File: config.mk
export PLATFORM = sky130hd
export DESIGN_NAME = rr_arbiter16_flat
export DESIGN_NICKNAME = d
export VERILOG_FILES = /design/src/rtl/rr_arbiter16_pkg.sv /design/src/rtl/rr_arbiter16_if.sv /design/src/rtl/rr_arbiter16_decode.sv /design/src/rtl/rr_arbiter16.sv /design/src/flat_wrapper.sv
export SDC_FILE = /design/constraint.sdc
export NUM_CORES = 1
export LEC_CHECK = 0
export BUFFER_PORTS_ARGS = -buffer_cell sky130_fd_sc_hd__buf_2
export CAP_MARGIN = 20
export CELL_PAD_IN_SITES_DETAIL_PLACEMENT = 1
export CELL_PAD_IN_SITES_GLOBAL_PLACEMENT = 2
export CORE_AREA = 2 2 94 96
export CTS_BUF_LIST = sky130_fd_sc_hd__clkbuf_4 sky130_fd_sc_hd__clkbuf_8
export DETAILED_ROUTE_END_ITERATION = 7
export DIE_AREA = 0 0 96 98
export GPL_ROUTABILITY_DRIVEN = 1
export GPL_TIMING_DRIVEN = 0
export PLACE_DENSITY_LB_ADDON = 0.1
export SLEW_MARGIN = 20
export SYNTH_ARGS = -nofsm -noshare
export SYNTH_HDL_FRONTEND = slang
export SYNTH_SLANG_ARGS = --single-unit
File: constraint.sdc
create_clock -name clk -period 6.55 [get_ports clk]
set_input_delay 1.31 -clock clk [delete_from_list [all_inputs] [get_ports clk]]
set_output_delay 1.31 -clock clk [all_outputs]
set_load 0.05 [all_outputs]
File: src/rtl/rr_arbiter16_pkg.sv
// Shared types and helpers for the 16-way round-robin arbiter.
// Holds sizes, the FSM state type and the rotating-priority pick.
package rr_arb_pkg;

  localparam int NREQ  = 16;
  localparam int IDX_W = 4;

  typedef enum logic {
    IDLE  = 1'b0,
    GRANT = 1'b1
  } arb_state_t;

  // First set bit at or above ptr, wrapping 15 -> 0.
  function automatic logic [IDX_W-1:0] rr_pick(
    input logic [NREQ-1:0]  req,
    input logic [IDX_W-1:0] ptr
  );
    logic [IDX_W-1:0] idx;
    logic             found;
    rr_pick = ptr;
    found   = 1'b0;
    for (int i = 0; i < NREQ; i++) begin
      idx = ptr + IDX_W'(i);
      if (!found && req[idx]) begin
        rr_pick = idx;
        found   = 1'b1;
      end
    end
  endfunction

endpackage

File: src/rtl/rr_arbiter16_if.sv
// Request/grant bundle between requesters and the arbiter.
// master = requester side, slave = arbiter side.
interface rr_arbiter16_if;
  import rr_arb_pkg::*;

  logic             en;
  logic [NREQ-1:0]  req;
  logic             done;
  logic [NREQ-1:0]  gnt;
  logic [IDX_W-1:0] gnt_idx;
  logic             gnt_valid;
  logic             timeout;

  modport master (
    output en, req, done,
    input  gnt, gnt_idx, gnt_valid, timeout
  );

  modport slave (
    input  en, req, done,
    output gnt, gnt_idx, gnt_valid, timeout
  );

endinterface

File: src/rtl/rr_arbiter16_decode.sv
// 4-to-16 one-hot decoder with enable.
// Output is all zeros while en is low.
module decode4to16 (
  input  logic [3:0]  A,
  input  logic        en,
  output logic [15:0] out
);

  // One-hot decode of A, gated by en
  always_comb begin
    out = 16'h0000;
    if (en) out[A] = 1'b1;
  end

endmodule

File: src/rtl/rr_arbiter16.sv
// Round-robin arbiter for 16 requesters sharing one slot.
// Grant is held until done, request drop or hold timeout.
module rr_arbiter16
  import rr_arb_pkg::*;
#(
  parameter int TIMEOUT = 16,
  parameter int CNT_W   = 5
) (
  input  logic      clk,
  input  logic      rst_n,
  rr_arbiter16_if.slave bus
);

  localparam bit TO_EN = (TIMEOUT != 0);
  localparam logic [CNT_W-1:0] LAST =
    (TIMEOUT == 0) ? '0 : CNT_W'(TIMEOUT - 1);

  arb_state_t       r_state;
  arb_state_t       w_state_n;
  logic [IDX_W-1:0] r_ptr;
  logic [IDX_W-1:0] w_ptr_n;
  logic [IDX_W-1:0] r_gnt_idx;
  logic [IDX_W-1:0] w_idx_n;
  logic [CNT_W-1:0] r_hold_cnt;
  logic [CNT_W-1:0] w_cnt_n;
  logic             r_timeout;
  logic             w_to_n;
  logic             w_rel;
  logic             w_gnt_valid;
  logic [NREQ-1:0]  w_gnt;

  assign w_gnt_valid = (r_state == GRANT);
  assign w_rel = bus.done || !bus.req[r_gnt_idx];

  // State and datapath registers
  always_ff @(posedge clk or negedge rst_n) begin
    if (!rst_n) begin
      r_state    <= IDLE;
      r_ptr      <= '0;
      r_gnt_idx  <= '0;
      r_hold_cnt <= '0;
      r_timeout  <= 1'b0;
    end else begin
      r_state    <= w_state_n;
      r_ptr      <= w_ptr_n;
      r_gnt_idx  <= w_idx_n;
      r_hold_cnt <= w_cnt_n;
      r_timeout  <= w_to_n;
    end
  end

  // Next-state: pick in IDLE, release/timeout/count in GRANT
  always_comb begin
    w_state_n = r_state;
    w_ptr_n   = r_ptr;
    w_idx_n   = r_gnt_idx;
    w_cnt_n   = r_hold_cnt;
    w_to_n    = 1'b0;
    case (r_state)
      IDLE: begin
        if (bus.en && (bus.req != '0)) begin
          w_idx_n   = rr_pick(bus.req, r_ptr);
          w_cnt_n   = '0;
          w_state_n = GRANT;
        end
      end
      GRANT: begin
        if (w_rel) begin
          w_state_n = IDLE;
          w_ptr_n   = r_gnt_idx + 4'd1;
        end else if (TO_EN && (r_hold_cnt == LAST)) begin
          w_state_n = IDLE;
          w_ptr_n   = r_gnt_idx + 4'd1;
          w_to_n    = 1'b1;
        end else begin
          w_cnt_n = r_hold_cnt + CNT_W'(1);
        end
      end
      default: w_state_n = IDLE;
    endcase
  end

  decode4to16 u_dec (
    .A   (r_gnt_idx),
    .en  (w_gnt_valid),
    .out (w_gnt)
  );

  assign bus.gnt       = w_gnt;
  assign bus.gnt_idx   = r_gnt_idx;
  assign bus.gnt_valid = w_gnt_valid;
  assign bus.timeout   = r_timeout;

endmodule

File: src/flat_wrapper.sv
// flat-port wrapper written by rule: the top's interface ports become plain ports
module rr_arbiter16_flat import rr_arb_pkg::*;
#(
  parameter int TIMEOUT = 16,
  parameter int CNT_W   = 5
)
  (clk, rst_n, bus_en, bus_req, bus_done, bus_gnt, bus_gnt_idx, bus_gnt_valid, bus_timeout);
  rr_arbiter16_if bus_i ();
  input  logic clk;
  input  logic rst_n;
  input wire logic [$bits(bus_i.en)-1:0] bus_en;
  input wire logic [$bits(bus_i.req)-1:0] bus_req;
  input wire logic [$bits(bus_i.done)-1:0] bus_done;
  output wire logic [$bits(bus_i.gnt)-1:0] bus_gnt;
  output wire logic [$bits(bus_i.gnt_idx)-1:0] bus_gnt_idx;
  output wire logic [$bits(bus_i.gnt_valid)-1:0] bus_gnt_valid;
  output wire logic [$bits(bus_i.timeout)-1:0] bus_timeout;
  assign bus_i.en = bus_en;
  assign bus_i.req = bus_req;
  assign bus_i.done = bus_done;
  assign bus_gnt = bus_i.gnt;
  assign bus_gnt_idx = bus_i.gnt_idx;
  assign bus_gnt_valid = bus_i.gnt_valid;
  assign bus_timeout = bus_i.timeout;
  rr_arbiter16 #(.TIMEOUT(TIMEOUT), .CNT_W(CNT_W)) u_core (.clk(clk), .rst_n(rst_n), .bus(bus_i));
endmodule
== Yosys cells after proc, flatten, opt, wreduce, memory -nomap -nowiden ==
Index checks and enable logic that the tools add are counted.

* Logic and storage cells: 194
* Latch bits: 0
* Input port bits: 20
* RAM bits: 0
* Register bits after elaboration: 15
* Memories: 0
* ROM bits: 0

* Shifts and indexed selects: 0
* Magnitude comparators: 18
* Bitwise logic cells: 1
* Equal/unequal tests: 4
* $mul: 0
* Div/mod/pow operators: 0
* Multiplexer cells: 110
* Reductions and logical operators: 39
* $add $sub $neg: 17

{| class="wikitable"
|+ Operators with widths
! operator !! count
|-
| $lt 4x5->1 const B || 17
|-
| $mux 1 || 69
|-
| $bmux 1 s4 || 17
|-
| $mux 4 || 17
|-
| $add 4x4->4 const B || 8
|-
| $logic_and 1x1->1 || 17
|-
| $add 4x3->4 const B || 4
|-
| $logic_not 1->1 || 16
|-
| $mux 16 || 1
|-
| $reduce_bool 16->1 || 1
|-
| $mux 5 || 3
|-
| $pmux 5 s2 || 1
|-
| $add 4x1->4 const B || 2
|-
| $add 4x2->4 const B || 2
|-
| $add 5x1->5 const B || 1
|-
| $eq 5x4->1 const B || 1
|-
| $demux 1 s4 || 1
|-
| $ge 4x1->1 const B || 1
|-
| $ne 2x2->1 const B || 2
|-
| $reduce_and 2->1 || 2
|-
| $reduce_and 3->1 || 1
|-
| $ne 2x1->1 const B || 1
|-
| $pmux 1 s2 || 1
|-
| $reduce_bool 2->1 || 1
|-
| other kinds (2) || 2
|}

== Logic depth before layout (Yosys ltp) ==
Gate-level depths: netlist of run 1.

* Word-level depth: 78
* Depth in mapped cells: 15
* Gate-level depth less buffers: 11

== Hierarchy ==
A second synthesis of run 1 with hierarchy kept.

* Cell total of the unflattened synthesis: 376
* Area, all modules: 3314.4 µm²

{| class="wikitable"
|+ Modules (own cells, without submodules)
! module !! area each (µm²) !! cells an instance !! times used !! seq. area each (µm²)
|-
| rr_arbiter16 || 3196.8 || 353 || 1 || 375.4
|-
| decode4to16 || 117.6 || 23 || 1 || 0.0
|}

== Worst setup path before layout of run 1 ==
Ideal clock, no wire load.

* Path kind: register -> register
* From: register u_core.r_ptr[1]
* To: register u_core.r_gnt_idx[1] (netlist: u_core.bus.gnt_idx[1])
* Stages on the path, launching flop included: 14
* Buffers on the path: 2
* Required time: 6.485 ns
* Arrival time: 4.045 ns
* Slack: 2.440 ns
* Cells stage by stage: dfrtp_1 > clkbuf_1 > clkinv_1 > ha_1 > xor2_1 > buf_2 > mux4_2 > mux2i_1 > nand4_4 > nor4b_4 > o2111ai_1 > o221a_1 > a21oi_1 > a31o_1

* Longest elaborated chain between the ends: 78
* Elaborated cells on any way between the ends: 137
* Classes of those cells: add/sub: 15; mux: 92; reduce/logical: 30

{| class="wikitable"
|+ RTL lines
! item !! RTL line !! text
|-
| start, declared || rr_arbiter16.sv:20 || <nowiki>logic [IDX_W-1:0] r_ptr;</nowiki>
|-
| start signal, assigned || rr_arbiter16.sv:45 || <nowiki>r_ptr <= w_ptr_n;</nowiki>
|-
| parallel branches: the longest is 77 deep, another holds $add 4x1->4 || -- ||
|-
| $mux 4 * || rr_arbiter16_pkg.sv:24 || <nowiki>if (!found && req[idx]) begin</nowiki>
|-
| end signal, assigned || rr_arbiter16.sv:46 || <nowiki>r_gnt_idx <= w_idx_n;</nowiki>
|-
| end, declared || rr_arbiter16.sv:22 || <nowiki>logic [IDX_W-1:0] r_gnt_idx;</nowiki>
|}

Mark *: on every way between the ends. The select of a mux whose other input is x is not followed.
A chain may end at the register's enable or synchronous reset.

== Worst setup path in the final report of run 1 ==
Ends and elaborated chain as after synthesis.

==> impl_metrics.tcl, run 1 <==
set metrics [dict create \
    fp.dieH_um 98 \
    critPathMaxFanout 10 \
    synth-simple-area-share 0.206 \
    synth_area_sq_um 3390 \
    synthMuxAreaShare 0.361 \
    synth_top_family_by_area "multiplexers" \
    die_w_um 96 \
    crit_required_ns 6.69 \
    ant_nets 0 \
    clock_sinks 15 \
    clock_skew_ns 0.00746 \
    syn_avg_cell_area_sq_um 8.85 \
    nets 462 \
    setup_viol 0 \
    ys_seq_elements 15 \
    gp_congestion 0.850 \
    diodes 0 \
    ys.flop_type "dfrtp_1" \
    first_pass_iters 5 \
    worst_pin_slew_ns 0.781 \
    hold_viol_final 0 \
    postSynthCellCount 383 \
    grt_max_degree 16 \
    period_share 0.834 \
    hold_buffers 0 \
    die_area_sq_um 9410 \
    synth-adder-area-share 0.0480 \
    ctsResizeCount 0 \
    portBuffers 41 \
    timing.setup.tns_ns 0 \
    maxSlewHeadroom 0.464 \
    crit_chain "clkbuf_1 > clkinv_1 > ha_1 > inv_1 > buf_1 > mux4_2 > mux2i_1 > nand4_4 > nor3_2 > nand2_1 > nor3_1 > a21oi_1 > a31o_1" \
    synth-seq-area-share 0.111 \
    post_cts_buffers 0 \
    status "completed" \
    root_buffer "clkbuf_8" \
    synth_cell_types 68 \
    drc 0 \
    slowest_stage "clkinv_1" \
    fp.coreArea_sq_um 8470 \
    grt_pass1_vias 3416 \
    grt.total_usage 0.274 \
    startpoint_type "flip-flop" \
    path_class "reg2reg" \
    fmax_mhz 183 \
    max_cap_viol_count 0 \
    hold_slack_ns 0.526 \
    ys_warn_count 0 \
    arrival_ns 5.60 \
    hp-class "reg2reg" \
    grt_pass1_wl_um 19800 \
    vias_per_cell 6.43 \
    insertion_delay_ns 0.25 \
    worstSetupEndpointType "flip-flop" \
    cpPeakStageDelay_ns 0.60 \
    grt-ovfl-total 0 \
    synthXorXnorAreaFrac 0.0336 \
    syn_to_final_growth_pct 11.4 \
    syn_nets 416 \
    vias 3448 \
    drv_slew 0 \
    ys_async_sr_fraction 1.00 \
    hpwl_um 9870 \
    rsz0062_at_grt "false" \
    rows 34 \
    initial_core_util 0.400 \
    synth_compound_area_frac 0.192 \
    r2r_setup_slack_ns 1.09 \
    drive_gt1_frac 0.231 \
    clock_path_buffers 2 \
    wire_per_inst_um 23.5 \
    wl_um 12600 \
    min_period_ns 5.46 \
    drtIter0Drc 275 \
    synth_edf_count 0 \
    htree_levels 1 \
    antenna_found_initial 0 \
    cts-buffers-inserted 3 \
    pin_count 42 \
    cts_tree "built" \
    path_clk_slew_ns 0.07 \
]
-- cell families after synthesis --
family                     after synthesis
AOI/OAI and AO/OA                       94
xor gates and xnor gates                13
adders and majority gates               13
buffers and inverters                   38
DFF                                     15
muxes                                   86
and+or+nand+nor                        124
-- layer usage --
layer  share of wire  vias up  global-route usage
li1                -     1580                   -
met4           0.024        0              0.0736
met1            0.45     1729               0.400
met5               0        -                   0
met2            0.48      123               0.434
met3           0.046       16              0.0208
-- cell type report --
type / count / area (sq um)
Fill cell: 1045 / 4690
Multi-Input combinational cell: 330 / 2850
Sequential cell: 15 / 375
Timing Repair Buffer: 41 / 205
Tap cell: 108 / 135
Buffer: 24 / 115
Inverter: 14 / 52.6
Clock buffer: 3 / 41.3
Clock inverter: 1 / 5.00
-- through the flow --
stage                util  cells  setup WS (ns)  instance area [sq um]
finish              0.446    536           1.09                   3780
floorplan               -    383           2.44                   3390
global placement    0.441    532           1.19                   3730
global route        0.446    536          0.611                   3780
CTS                 0.446    536           1.07                   3780
detailed placement  0.441    532           1.11                   3730
-- layout by cell type, fill, tap and decap left out, types with 12 or more instances in the layout --
cell type / count
a21oi_1: 20
and2_1: 17
buf_2: 46
clkbuf_1: 12
dfrtp_1: 15
ha_1: 13
mux2i_1: 42
mux4_2: 27
nand2_1: 25
nand3_1: 14
nor2_1: 18
o21ai_0: 19
-- cells in the mapped netlist, types with 3 or more instances --
cell	number	area, sq um
a211oi_1	5	37.5
a21boi_1	3	22.5
a21o_1	4	30.0
a21oi_1	20	100
a32o_1	4	40.0
a32oi_1	3	26.3
and2_1	17	106
and3_1	4	25.0
and3b_1	3	26.3
buf_1	4	15.0
buf_2	5	25.0
clkbuf_1	12	45.0
dfrtp_1	15	375
ha_1	13	163
inv_1	11	41.3
mux2_1	6	67.6
mux2_2	10	113
mux2i_1	42	420
mux4_2	27	608
nand2_1	25	93.8
nand3_1	14	70.1
nand3b_1	4	30.0
nand4_1	5	31.3
nor2_1	18	67.6
nor2b_1	4	25.0
nor3_1	8	40.0
nor3b_1	3	22.5
nor4_1	6	37.5
o21ai_0	19	95.1
o31ai_1	7	52.6
xnor2_1	6	52.6
xor2_1	7	61.3
-- critical path, delay by kind of cell, from the launching register on --
family / cells / cell delay [ns]
buffers and inverters: 4 / 1.87
and+or+nand+nor: 4 / 1.24
DFF: 1 / 0.40
AOI/OAI and AO/OA: 2 / 0.34
muxes: 2 / 1.01
adders and majority gates: 1 / 0.51
-- sequential cells by signal, indices dropped and copies added (netlist names) --
| name | cells |
|---|---|
| u_core.r_ptr | 4 |
| u_core.bus.timeout | 1 |
| u_core.bus.gnt_valid | 1 |
| u_core.bus.gnt_idx | 4 |
| u_core.r_hold_cnt | 5 |
-- worst paths after layout --
| kind | startpoint | to | cells after the start |
|---|---|---|---|
| max | u_core.r_ptr[1] | u_core.bus.gnt_idx[1] | 13 |
| min | u_core.r_hold_cnt[4] | u_core.r_hold_cnt[4] | 2 |
| max reg2reg | u_core.r_ptr[1] | u_core.bus.gnt_idx[1] | 13 |
| min reg2reg | u_core.r_hold_cnt[4] | u_core.r_hold_cnt[4] | 2 |
| max in group asynchronous | rst_n | u_core.r_ptr[0] | 1 |
| min in group asynchronous | rst_n | u_core.r_hold_cnt[0] | 1 |
Power of run 1 is left out: the tool's default activity adds up to more than one toggle a clock period on the data nets, which glitch-free logic cannot reach.
==> inputs of run 2 (changes only) <==
--- a/config.mk
+++ b/config.mk
@@ -9,10 +9,10 @@
 export CAP_MARGIN = 20
 export CELL_PAD_IN_SITES_DETAIL_PLACEMENT = 1
 export CELL_PAD_IN_SITES_GLOBAL_PLACEMENT = 2
-export CORE_AREA = 2 2 94 96
+export CORE_AREA = 2 2 103 105
 export CTS_BUF_LIST = sky130_fd_sc_hd__clkbuf_4 sky130_fd_sc_hd__clkbuf_8
 export DETAILED_ROUTE_END_ITERATION = 7
-export DIE_AREA = 0 0 96 98
+export DIE_AREA = 0 0 105 107
 export GPL_ROUTABILITY_DRIVEN = 1
 export GPL_TIMING_DRIVEN = 0
 export PLACE_DENSITY_LB_ADDON = 0.1
==> constraint.sdc (replaced) <==
create_clock -name clk -period 4.5 [get_ports clk]
set_input_delay 0.9 -clock clk [delete_from_list [all_inputs] [get_ports clk]]
set_output_delay 0.9 -clock clk [all_outputs]
set_load 0.05 [all_outputs]
==> run 2 against run 1 <==
  * Sequential share of layout area down 0.31 points
  * Highest routed layer unchanged
  * Critical endpoint unchanged
  * Cell count up 5.2%
  * Core utilization down 6.0 points
  * Critical path type unchanged
==> impl_metrics.tcl, run 2 (synthesis results as in run 1) <==
set metrics [dict create \
    crit_family "multiplexers" \
    grt_pass1_wl_um 20800 \
    largest-register "u_core.r_hold_cnt" \
    final_cell_count_no_fill 564 \
    die_w_um 105 \
    die_area_sq_um 11200 \
    hold_buffers 0 \
    insertion_delay_ns 0.25 \
    startpoint_type "flip-flop" \
    cpPeakStageDelay_ns 0.57 \
    arrival_ns 4.46 \
    critPathMaxFanout 10 \
    grt.total_usage 0.238 \
    htree_levels 1 \
    root_buffer "clkbuf_8" \
    crit_required_ns 4.69 \
    setup_viol 0 \
    clock_path_buffers 2 \
    dp_cells 560 \
    wl_um 13200 \
    wire_per_inst_um 23.3 \
    drv_slew 0 \
    vias_per_cell 6.12 \
    period_share 0.947 \
    timing.setup.tns_ns 0 \
    final_cell_mix "buf_2, mux2i_1, mux4_2, nand2_1, a21oi_1" \
    nets 462 \
    crit_path_frequent_cell "buf_6" \
    largest_reg_flops 5 \
    drtIter0Drc 139 \
    drc 0 \
    diodes 0 \
    pin_count 42 \
    maxSlewHeadroom 0.369 \
    fp.coreArea_sq_um 10100 \
    grt_max_degree 16 \
    hold_slack_ns 0.515 \
    vias 3453 \
    max_cap_viol_count 0 \
    slowest_stage "mux4_2" \
    rows 37 \
    ant_nets 0 \
    fillCellCount 1243 \
    drive_gt1_frac 0.259 \
    clock_sinks 15 \
    worst_pin_slew_ns 0.940 \
    cts_tree "built" \
    hpwl_um 10400 \
    first_pass_iters 4 \
    gp_congestion 0.874 \
    clock_skew_ns 0.000548 \
    min_period_ns 4.26 \
    grt_pass1_vias 3548 \
    crit_buf_inv 4 \
    crit_chain "clkbuf_4 > buf_6 > inv_2 > ha_2 > xor2_1 > buf_6 > mux4_2 > mux2i_4 > nand4_4 > nor4b_4 > o2111ai_1 > o221a_1 > a21oi_1 > a31o_1" \
    status "completed" \
    path_clk_slew_ns 0.07 \
    syn_to_final_growth_pct 15.0 \
    antenna_found_initial 0 \
    portBuffers 41 \
    grt-ovfl-total 0 \
    hold_viol_final 0 \
    initial_core_util 0.336 \
    path_class "reg2reg" \
    cts-buffers-inserted 3 \
    worstSetupEndpointType "flip-flop" \
    mostFrequentLayoutCell "buf_2" \
    fmax_mhz 235 \
    fp.dieH_um 107 \
    hp-class "reg2reg" \
]
## run 2: cell types whose count changed in the layout (fill, tap and decap cells not counted), sizes merged
cell	delta
clkbuf	+1
clkinv	-2
clkinvlp	+1
## run 2: layout make-up
class                      instances  area (sq um)  area share
buffer                            23           129      0.0331
clock buffer                       4          48.8      0.0125
inverter                          14          61.3      0.0157
multi-input combinational        330          2900       0.744
sequential                        15           375      0.0963
tap                              136           170      0.0436
timing repair buffer              42           213      0.0546
## run 2: what timing repair did
item,4_1_cts,5_1_grt
pin swaps,0,1
resized for setup,10,15
endpoints found under the setup margin,4,4
setup buffers,0,1
## run 2: worst min-delay path, cell delays in order, from the launching register on
cell	delay, ns
dfrtp_1	0.34
nand3_1	0.07
o21ai_0	0.07
## run 2: per-stage QoR
stage	util	cell area [sq um]	setup slack, ns
after floorplan	-	3390	0.390
after global placement	0.373	3760	-1.13
after detailed placement	0.373	3760	-1.15
after CTS	0.381	3850	0.0173
after global routing	0.386	3900	-0.0102
final	0.386	3900	0.237
## run 2: worst paths after layout
kind,from,endpoint,slack [ns],cells past startpoint
worst max register to register,u_core.r_ptr[0],u_core.bus.gnt_idx[1],0.24,14
worst min-delay path,u_core.r_hold_cnt[4],u_core.r_hold_cnt[4],0.51,2
worst min register to register,u_core.r_hold_cnt[4],u_core.r_hold_cnt[4],0.51,2
min in group asynchronous,rst_n,u_core.r_hold_cnt[3],0.56,1
worst max-delay path,u_core.r_ptr[0],u_core.bus.gnt_idx[1],0.24,14
max in group asynchronous,rst_n,u_core.r_ptr[3],3.67,1
## run 2: per-layer routing
metal | part of all wire | global-route usage | wire [um] | vias up
met5 | 0 | 0 | 0 | -
met4 | 0.023 | 0.0648 | 304 | 0
met3 | 0.045 | 0.0340 | 591 | 24
met2 | 0.47 | 0.387 | 6200 | 87
met1 | 0.46 | 0.330 | 6070 | 1755
li1 | - | - | - | 1587
Power of run 2 is left out for the same reason.
==> inputs of run 3 (changes only) <==
--- a/config.mk
+++ b/config.mk
@@ -15,7 +15,7 @@
 export DIE_AREA = 0 0 105 107
 export GPL_ROUTABILITY_DRIVEN = 1
 export GPL_TIMING_DRIVEN = 0
-export PLACE_DENSITY_LB_ADDON = 0.1
+export PLACE_DENSITY = 0.82
 export SLEW_MARGIN = 20
 export SYNTH_ARGS = -nofsm -noshare
 export SYNTH_HDL_FRONTEND = slang
==> run 3 against run 2 <==
  * Setup slack got worse by 0.0011 ns
  * Wire length fell by 3.6%
  * Critical path depth rose by 1
  * Core utilization fell by 0.11 points
  * Final area fell by 0.29%
  * Worst hold slack got worse by 0.0020 ns
  * Highest routed layer unchanged
  * Global-route usage fell by 1.2 points
  * Count of clock-buffer cells in the layout fell by 1
  * Cell count fell by 0.18%
  * Fmax barely moved
  * Sequential share of layout area barely moved
==> impl_metrics.tcl, run 3 (synthesis results as in run 1) <==
set metrics [dict create \
    clock_path_buffers 2 \
    diodes 0 \
    root_buffer "clkbuf_8" \
    rows 37 \
    fp.coreArea_sq_um 10100 \
    wl_um 12700 \
    grt_pass1_vias 3473 \
    vias 3554 \
    clock_skew_ns 0.00744 \
    setup_viol 0 \
    grt_max_degree 16 \
    hold_viol_final 0 \
    gp_congestion 0.889 \
    worst_pin_slew_ns 0.960 \
    die_w_um 105 \
    antenna_found_initial 0 \
    drc 0 \
    setup_ws_ns 0.236 \
    drv_slew 0 \
    insertion_delay_ns 0.25 \
    dp_cells 560 \
    wire_per_inst_um 22.5 \
    startpoint_type "flip-flop" \
    drive_gt1_frac 0.262 \
    hpwl_um 9920 \
    fmax_mhz 235 \
    final_cell_mix "buf_2, mux2i_1, mux4_2, nand2_1, a21oi_1" \
    portBuffers 41 \
    die_area_sq_um 11200 \
    final_cell_count_no_fill 563 \
    clock_sinks 15 \
    vias_per_cell 6.31 \
    min_period_ns 4.26 \
    mostFrequentLayoutCell "buf_2" \
    grt-ovfl-total 0 \
    arrival_ns 4.38 \
    largest_reg_flops 5 \
    largest-register "u_core.r_hold_cnt" \
    status "completed" \
    grt.total_usage 0.226 \
    drtIter0Drc 267 \
    fp.dieH_um 107 \
    post_cts_buffers 0 \
    initial_core_util 0.336 \
    syn_to_final_growth_pct 14.7 \
    place_ws_ns -0.848 \
    nets 461 \
    path_class "reg2reg" \
    worstSetupEndpointType "flip-flop" \
    max_cap_viol_count 0 \
    grt_pass1_wl_um 20000 \
    cts-buffers-inserted 3 \
    maxSlewHeadroom 0.355 \
    pin_count 42 \
    period_share 0.947 \
    cts_tree "built" \
    crit_required_ns 4.61 \
    first_pass_iters 5 \
    htree_levels 1 \
    ant_nets 0 \
    hp-class "reg2reg" \
    hold_buffers 0 \
    path_clk_slew_ns 0.07 \
    critPathMaxFanout 10 \
]
-- run 3: metrics by stage --
stage	TNS (ns)	cell area [sq um]	hold WS [ns]	util
detailed placement	-2.99	3760	0.504	0.373
global placement	-2.77	3760	0.490	0.373
global route	-0.0397	3890	0.553	0.385
finish	0	3890	0.513	0.385
CTS	0	3840	0.518	0.381
floorplan	0	3390	0.469	-
-- run 3: critical path, cell delays in order (launching register included) --
cell and delay, ns:
dfrtp_1 0.41, buf_4 0.25, buf_6 0.20, inv_2 0.09, ha_1 0.34, inv_1 0.19
clkbuf_4 0.28, mux2i_1 0.15, mux4_2 0.60, o211a_1 0.17, buf_2 0.18, a2111oi_0 0.40
a211oi_1 0.14, o22a_1 0.27, a211oi_1 0.30, o32ai_1 0.16
-- run 3: routing by layer --
layer	vias to the layer above	part of all wire	wire length [um]	GRT usage
met5	-	0	0	0
met4	0	0.023	291	0.0686
met3	21	0.058	730	0.0213
met2	127	0.49	6170	0.371
met1	1831	0.43	5500	0.316
li1	1575	-	-	-
-- run 3: what timing repair did --
action,in CTS,in global routing
resized for setup,9,15
endpoints found under the setup margin,4,4
pin swaps,0,1
hold endpoints to repair,0,0
-- run 3: final cells by class --
class | instances | area [sq um]
Fill cell | 1257 | 6200
Multi-Input combinational cell | 330 | 2900
Sequential cell | 15 | 375
Timing Repair Buffer | 41 | 205
Tap cell | 136 | 170
Buffer | 23 | 125
Inverter | 14 | 61.3
Clock buffer | 3 | 41.3
Clock inverter | 1 | 5.00
-- run 3: final timing paths --
path,startpoint,to,slack [ns],cells after the start
min in group asynchronous,rst_n,u_core.r_hold_cnt[0],0.54,1
max in group asynchronous,rst_n,u_core.r_ptr[2],3.69,1
hold reg to reg,u_core.r_hold_cnt[4],u_core.r_hold_cnt[4],0.51,2
setup reg to reg,u_core.r_ptr[0],u_core.bus.gnt_idx[2],0.24,15
setup / recovery,u_core.r_ptr[0],u_core.bus.gnt_idx[2],0.24,15
hold / removal,u_core.r_hold_cnt[4],u_core.r_hold_cnt[4],0.51,2
Power of run 3 is left out for the same reason.
